## config.mk

```make
export PLATFORM = sky130hd
export DESIGN_NAME = rom_read_arbiter
export DESIGN_NICKNAME = d
export VERILOG_FILES = /design/src/rtl/lcd_pkg.sv /design/src/rtl/rr_pick.sv /design/src/rtl/rom_read_arbiter.sv
export SDC_FILE = /design/constraint.sdc
export NUM_CORES = 1
export LEC_CHECK = 0
export ABC_AREA = 1
export CORE_MARGIN = 5
export CORE_UTILIZATION = 31
export CTS_CLUSTER_DIAMETER = 120
export DETAILED_ROUTE_END_ITERATION = 6
export PLACE_DENSITY_LB_ADDON = 0.05
export SETUP_SLACK_MARGIN = 0.2
export SYNTH_ARGS = -nofsm -noshare
export SYNTH_HDL_FRONTEND = slang
export SYNTH_SLANG_ARGS = --single-unit
```

## constraint.sdc

```tcl
create_clock -name clk -period 1.3 [get_ports clk]
set_input_delay 0.26 -clock clk [delete_from_list [all_inputs] [get_ports clk]]
set_output_delay 0.26 -clock clk [all_outputs]
set_load 0.03 [all_outputs]
```

## src/rtl/lcd_pkg.sv

```systemverilog
// Shared LCD-subsystem constants: ROM geometry and requester indices.
package lcd_pkg;

  localparam int unsigned ROM_ADDR_WIDTH = 17;
  localparam int unsigned ROM_DATA_WIDTH = 16;

  // Requester slots on the sprite/background ROM arbiter.
  localparam int unsigned REQ_LCD    = 0;
  localparam int unsigned REQ_SPRITE = 1;
  localparam int unsigned REQ_TILE   = 2;

endpackage

```

## src/rtl/rr_pick.sv

```systemverilog
// Rotating-priority one-hot selector: first eligible bit at or above ptr_i, else wrap to
// the lowest eligible bit below it.
module rr_pick #(
  parameter int unsigned N    = 3,
  parameter int unsigned PtrW = $clog2(N)
) (
  input  logic [N-1:0]    vec_i,
  input  logic [N-1:0]    mask_i,
  input  logic [PtrW-1:0] ptr_i,
  output logic [N-1:0]    pick_o
);

  logic [N-1:0] elig;
  logic         found;

  // Two passes: upper segment [ptr, N) first, then the wrapped segment [0, ptr).
  always_comb begin
    pick_o = '0;
    found  = 1'b0;
    elig   = vec_i & mask_i;
    for (int i = 0; i < N; i++) begin
      if (!found && elig[i] && (i >= int'(ptr_i))) begin
        pick_o[i] = 1'b1;
        found     = 1'b1;
      end
    end
    for (int i = 0; i < N; i++) begin
      if (!found && elig[i]) begin
        pick_o[i] = 1'b1;
        found     = 1'b1;
      end
    end
  end

endmodule

```

## src/rtl/rom_read_arbiter.sv

```systemverilog
// Arbiter sharing one single-port synchronous ROM among several LCD-side readers.
// Requester 0 (pixel fetcher) has fixed priority; the rest share leftover slots round-robin.
// Two-stage pipeline: grant -> rom_addr register -> ROM data register -> rd_valid.
// Optional starvation guard for requesters 1..NUM_REQ-1: define ROM_ARB_ANTISTARVE_EN.
module rom_read_arbiter
  import lcd_pkg::*;
#(
  parameter int unsigned ADDR_WIDTH = ROM_ADDR_WIDTH,
  parameter int unsigned DATA_WIDTH = ROM_DATA_WIDTH,
  parameter int unsigned NUM_REQ    = 3,
  parameter int unsigned MAX_WAIT   = 15
) (
  input  logic                          clk,
  input  logic                          rst_n,
  input  logic [NUM_REQ-1:0]            req,
  input  logic [NUM_REQ*ADDR_WIDTH-1:0] req_addr,
  output logic [NUM_REQ-1:0]            gnt,
  output logic [NUM_REQ-1:0]            rd_valid,
  output logic [DATA_WIDTH-1:0]         rd_data,
  output logic [ADDR_WIDTH-1:0]         rom_addr,
  input  logic [DATA_WIDTH-1:0]         rom_data,
  output logic                          busy
);

  localparam int unsigned IdW = $clog2(NUM_REQ);
  // Round-robin pool excludes the priority requester.
  localparam logic [NUM_REQ-1:0] RrMask = {{(NUM_REQ - 1){1'b1}}, 1'b0};

  logic [IdW-1:0]        rr_ptr_q, rr_ptr_d;
  logic [ADDR_WIDTH-1:0] rom_addr_q, rom_addr_d;
  logic                  s1_valid_q, s1_valid_d;
  logic [IdW-1:0]        s1_id_q, s1_id_d;
  logic                  s2_valid_q, s2_valid_d;
  logic [IdW-1:0]        s2_id_q, s2_id_d;

  logic [NUM_REQ-1:0]    rr_gnt;
  logic                  others_pend;
  logic                  grant_low;
  logic                  starve_override;
  logic [IdW-1:0]        gnt_idx;
  logic [ADDR_WIDTH-1:0] sel_addr;

  rr_pick #(
    .N    (NUM_REQ),
    .PtrW (IdW)
  ) u_rr_pick (
    .vec_i  (req),
    .mask_i (RrMask),
    .ptr_i  (rr_ptr_q),
    .pick_o (rr_gnt)
  );

  assign others_pend = |(req & RrMask);
  assign grant_low   = |(gnt & RrMask);

`ifdef ROM_ARB_ANTISTARVE_EN
  localparam int unsigned WaitW = $clog2(MAX_WAIT + 1);

  logic [WaitW-1:0] wait_cnt_q, wait_cnt_d;

  // Only override priority while someone in the round-robin pool is actually waiting.
  assign starve_override = others_pend && (wait_cnt_q == WaitW'(MAX_WAIT));

  // Count cycles the round-robin pool is pending without being served.
  always_comb begin
    wait_cnt_d = wait_cnt_q;
    if (!others_pend || grant_low) begin
      wait_cnt_d = '0;
    end else begin
      wait_cnt_d = wait_cnt_q + 1'b1;
    end
  end

  // Starvation counter register.
  always_ff @(posedge clk or negedge rst_n) begin
    if (!rst_n) begin
      wait_cnt_q <= '0;
    end else begin
      wait_cnt_q <= wait_cnt_d;
    end
  end
`else
  assign starve_override = 1'b0;

  logic unused_max_wait;
  assign unused_max_wait = ^32'(MAX_WAIT);
`endif

  // Grant: priority requester unless overridden, otherwise round-robin winner.
  always_comb begin
    gnt = '0;
    if (!rst_n) begin
      gnt = '0;
    end else if (req[REQ_LCD] && !starve_override) begin
      gnt[REQ_LCD] = 1'b1;
    end else begin
      gnt = rr_gnt;
    end
  end

  // Encode the granted index and pick its address slice.
  always_comb begin
    gnt_idx  = '0;
    sel_addr = '0;
    for (int i = 0; i < NUM_REQ; i++) begin
      if (gnt[i]) begin
        gnt_idx  = IdW'(i);
        sel_addr = req_addr[i*ADDR_WIDTH +: ADDR_WIDTH];
      end
    end
  end

  // Pipeline and round-robin pointer next state.
  always_comb begin
    rr_ptr_d   = rr_ptr_q;
    rom_addr_d = rom_addr_q;
    s1_valid_d = |gnt;
    s1_id_d    = gnt_idx;
    s2_valid_d = s1_valid_q;
    s2_id_d    = s1_id_q;
    if (|gnt) begin
      rom_addr_d = sel_addr;
    end
    if (grant_low) begin
      rr_ptr_d = (gnt_idx == IdW'(NUM_REQ - 1)) ? IdW'(1) : gnt_idx + 1'b1;
    end
  end

  // State registers; reset discards any in-flight reads.
  always_ff @(posedge clk or negedge rst_n) begin
    if (!rst_n) begin
      rr_ptr_q   <= IdW'(1);
      rom_addr_q <= '0;
      s1_valid_q <= 1'b0;
      s1_id_q    <= '0;
      s2_valid_q <= 1'b0;
      s2_id_q    <= '0;
    end else begin
      rr_ptr_q   <= rr_ptr_d;
      rom_addr_q <= rom_addr_d;
      s1_valid_q <= s1_valid_d;
      s1_id_q    <= s1_id_d;
      s2_valid_q <= s2_valid_d;
      s2_id_q    <= s2_id_d;
    end
  end

  // Tag the ROM output word with the requester that issued it two cycles ago.
  always_comb begin
    rd_valid = '0;
    for (int i = 0; i < NUM_REQ; i++) begin
      rd_valid[i] = s2_valid_q && (s2_id_q == IdW'(i));
    end
  end

  assign rd_data  = rom_data;
  assign rom_addr = rom_addr_q;
  assign busy     = s1_valid_q | s2_valid_q;

endmodule

```

==> impl_metrics.tcl <==
set metrics [dict create \
    synth_compound_area_share_pct 1.50 \
    place_area_um2 2330 \
    pwr-share-clk_pct 18.2 \
    cap_violations 0 \
    startpoint_type "flip-flop" \
    route.detailed.drc 0 \
    cts_tree "yes" \
    ir_worst_vdd_uv 531 \
    synth-seq-cells 25 \
    slew_viol_final 0 \
    violations "setup timing" \
    powerDensity_nw_per_um2 927 \
    power.total_mw 2.47 \
    core.rowCount 25 \
    drt_iter0_drc 55 \
    yosys_warnings 0 \
    fp.dieH_um 79.7 \
    synth_top_cell_by_area "dfrtp_1" \
    pwr-share-comb_pct 42.9 \
    design_area_um2 2670 \
    max_stage_delay_ns 0.53 \
    antenna_found_initial 0 \
    cts_buffers 3 \
    ys_top_cells_by_area "dfrtp_1 (40%), nand2_1 (14%), nand3_1 (11%)" \
    cts_root_buf "clkbuf_8" \
    finalWirelength_um 4820 \
    grtUsageTotal_pct 15.2 \
    grt_max_degree 19 \
    ioPinCount 112 \
    firstDrtPassIters 4 \
    cp_slowest_cell "dfstp_2" \
    die_w_um 79.7 \
    power_switching_mw 0.807 \
    finalWorstPathRequiredPeriod_ns 1.45 \
    hpwl_um 3670 \
    yosys.area_share.xor_xnor_pct 0 \
    crit_type "reg2out" \
    synth_nets 285 \
    die_area_um2 6350 \
    min_path_type "in2async" \
    setup_viol_count_final 11 \
    cp.arrival_ns 1.19 \
    synth_area_um2 1510 \
    stdcell_count 371 \
    power.internal_mw 1.67 \
    relSlewSlack_pct 85.3 \
    crit_buf_inv 3 \
    place_inst 352 \
    drive_above_1_share_pct 29.3 \
    finish.utilization_pct 56.5 \
    nFillCells 456 \
    critPathRequiredTime_ns 1.04 \
    netlist.area_leader.share_pct 39.9 \
    cp_top_family "flip-flops" \
    status "finished, violations left" \
    vias_per_cell 4.22 \
    setup_ws_ns -0.146 \
    hold_viol 0 \
    area_growth_pct 77.2 \
    final_common_cell "nand2_1" \
    critPathMaxFanout 3 \
    seqPwrFrac_pct 39.0 \
    ys_types 20 \
    avgSynthCellArea_um2 7.07 \
    r2r.worst_path.cells 9 \
    synthCells 213 \
    cellLeakagePower_nw 1.39 \
    ant_nets 0 \
    path_clk_slew_ns 0.09 \
    synth_fa_ha_area_share_pct 0 \
    synth_mux_area_share_pct 0 \
    rsz0062_at_grt "true" \
    cp-end-kind "output port" \
    nets 377 \
    cp.depth 6 \
    core_um2 4720 \
    timing.fmax_mhz 691 \
    worstMarginPinSlew_ns 0.220 \
    wire_per_inst_um 13.0 \
    final.period_utilization_pct 111 \
    overflow 0 \
    switching_share_pct 32.6 \
    grt_pass1_wl_um 7510 \
    final_cell_mix "nand2_1 (54), clkdlybuf4s50_1 (51), nor2_1 (34)" \
    grt_pass1_vias 1536 \
    skew_ns 0.00421 \
    cts.sinks 25 \
    synth_top_family_by_area "simple AND/OR/NAND/NOR gates" \
    path_cells "inv_2 -> nand2_1 -> nand2_1 -> nand2_2 -> inv_2 -> buf_6" \
    diodes 0 \
    num_vias 1566 \
    clkLatencyLatePin_ns 0.26 \
    port_buffers 79 \
    start_util_pct 31.9 \
    htreeDepth 1 \
    synth_seq_area_share_pct 41.6 \
    synth-simple-area-share_pct 38.7 \
    cts_buffer_depth 2 \
    place_congestion 0.819 \
]
power by group through the flow:
stage                     Combinational [mW]  Sequential, mW  Clock (mW)
after CTS                              0.974           0.954       0.485
final                                   1.06           0.964       0.449
after detailed placement               0.882           0.963           0
after global placement                 0.882           0.960           0
after global routing                    1.15           0.974       0.514
after floorplan                        0.357            1.12           0
per-stage QoR:
stage	worst slack, ns	hold slack, ns	setup TNS (ns)
3_5_place_dp	-0.284	0.338	-5.70
4_1_cts	-0.168	0.0424	-0.558
5_1_grt	-0.214	0.183	-2.08
3_3_place_gp	-0.278	0.337	-5.70
2_1_floorplan	0.0323	-0.0356	0
6_report	-0.146	0.180	-0.406
metal layers:
metal	routed length, um	GRT usage [%]	up-vias
met5	0	0	-
li1	-	-	812
met2	2440	26.6	57
met3	480	6.32	10
met1	1830	16.9	687
met4	69	3.78	0
logic make-up (layout without fill, tap and decap cells):
family / after synthesis / after routing
flops: 25 / 25
buf+inv: 50 / 141
simple gates: 135 / 135
compound gates: 3 / 3
worst reg2reg max path: stages (launching register included):
cell	delay, ns
dfstp_2	0.53
inv_2	0.04
nand2_1	0.05
nand2_1	0.06
nand2_2	0.07
buf_4	0.13
buf_8	0.14
nor2_1	0.05
nor2_1	0.08
nand2_1	0.06
repair_timing:
action | CTS | global route
cloned | 1 | 0
gates resized for setup | 81 | 25
setup endpoints to repair | 39 | 44
hold endpoints to repair | 0 | 11
pin swaps | 9 | 4
setup buffers | 6 | 7
hold buffers | 0 | 1
cells in the mapped netlist:
master    number
buf_4         20
inv_2          1
and2_1         2
nand2_1       57
dfrtp_1       24
buf_2          3
buf_6          1
or2_2          1
o21ai_0        2
nand2_2        1
inv_1         24
clkbuf_1       1
nor3b_1        1
nor2_2         1
nand3_2        3
dfstp_2        1
nor3_1         1
nand3_1       32
o211ai_2       1
nor2_1        36
flip-flops by register name, indices dropped and copies added, names as in the netlist:
signal and count:
rom_addr 17, rr_ptr_q 2, s1_id_q 2, s1_valid_q 1, s2_id_q 2, s2_valid_q 1
worst paths after layout:
| check | slack, ns | to | from |
|---|---|---|---|
| setup reg to reg | -0.02 | rom_addr[14] | rr_ptr_q[0] |
| min in group clk | 0.36 | s2_id_q[1] | s1_id_q[1] |
| hold reg to reg | 0.36 | s2_id_q[1] | s1_id_q[1] |
| max in group asynchronous | 0.63 | s2_id_q[0] | rst_n |
| hold / removal | 0.18 | rom_addr[0] | rst_n |
| setup / recovery | -0.15 | gnt[2] | rr_ptr_q[0] |
area by class of cell:
type                            count  area (um2)  area share, %
Tap cell                           67        83.8           3.14
Clock inverter                      1        5.00          0.188
Sequential cell                    25         628           23.5
Multi-Input combinational cell    138         673           25.2
Clock buffer                        3        41.3           1.55
Timing Repair Buffer              112        1140           42.7
Inverter                           25        98.8           3.70
Power figures use the tool's default switching activity.
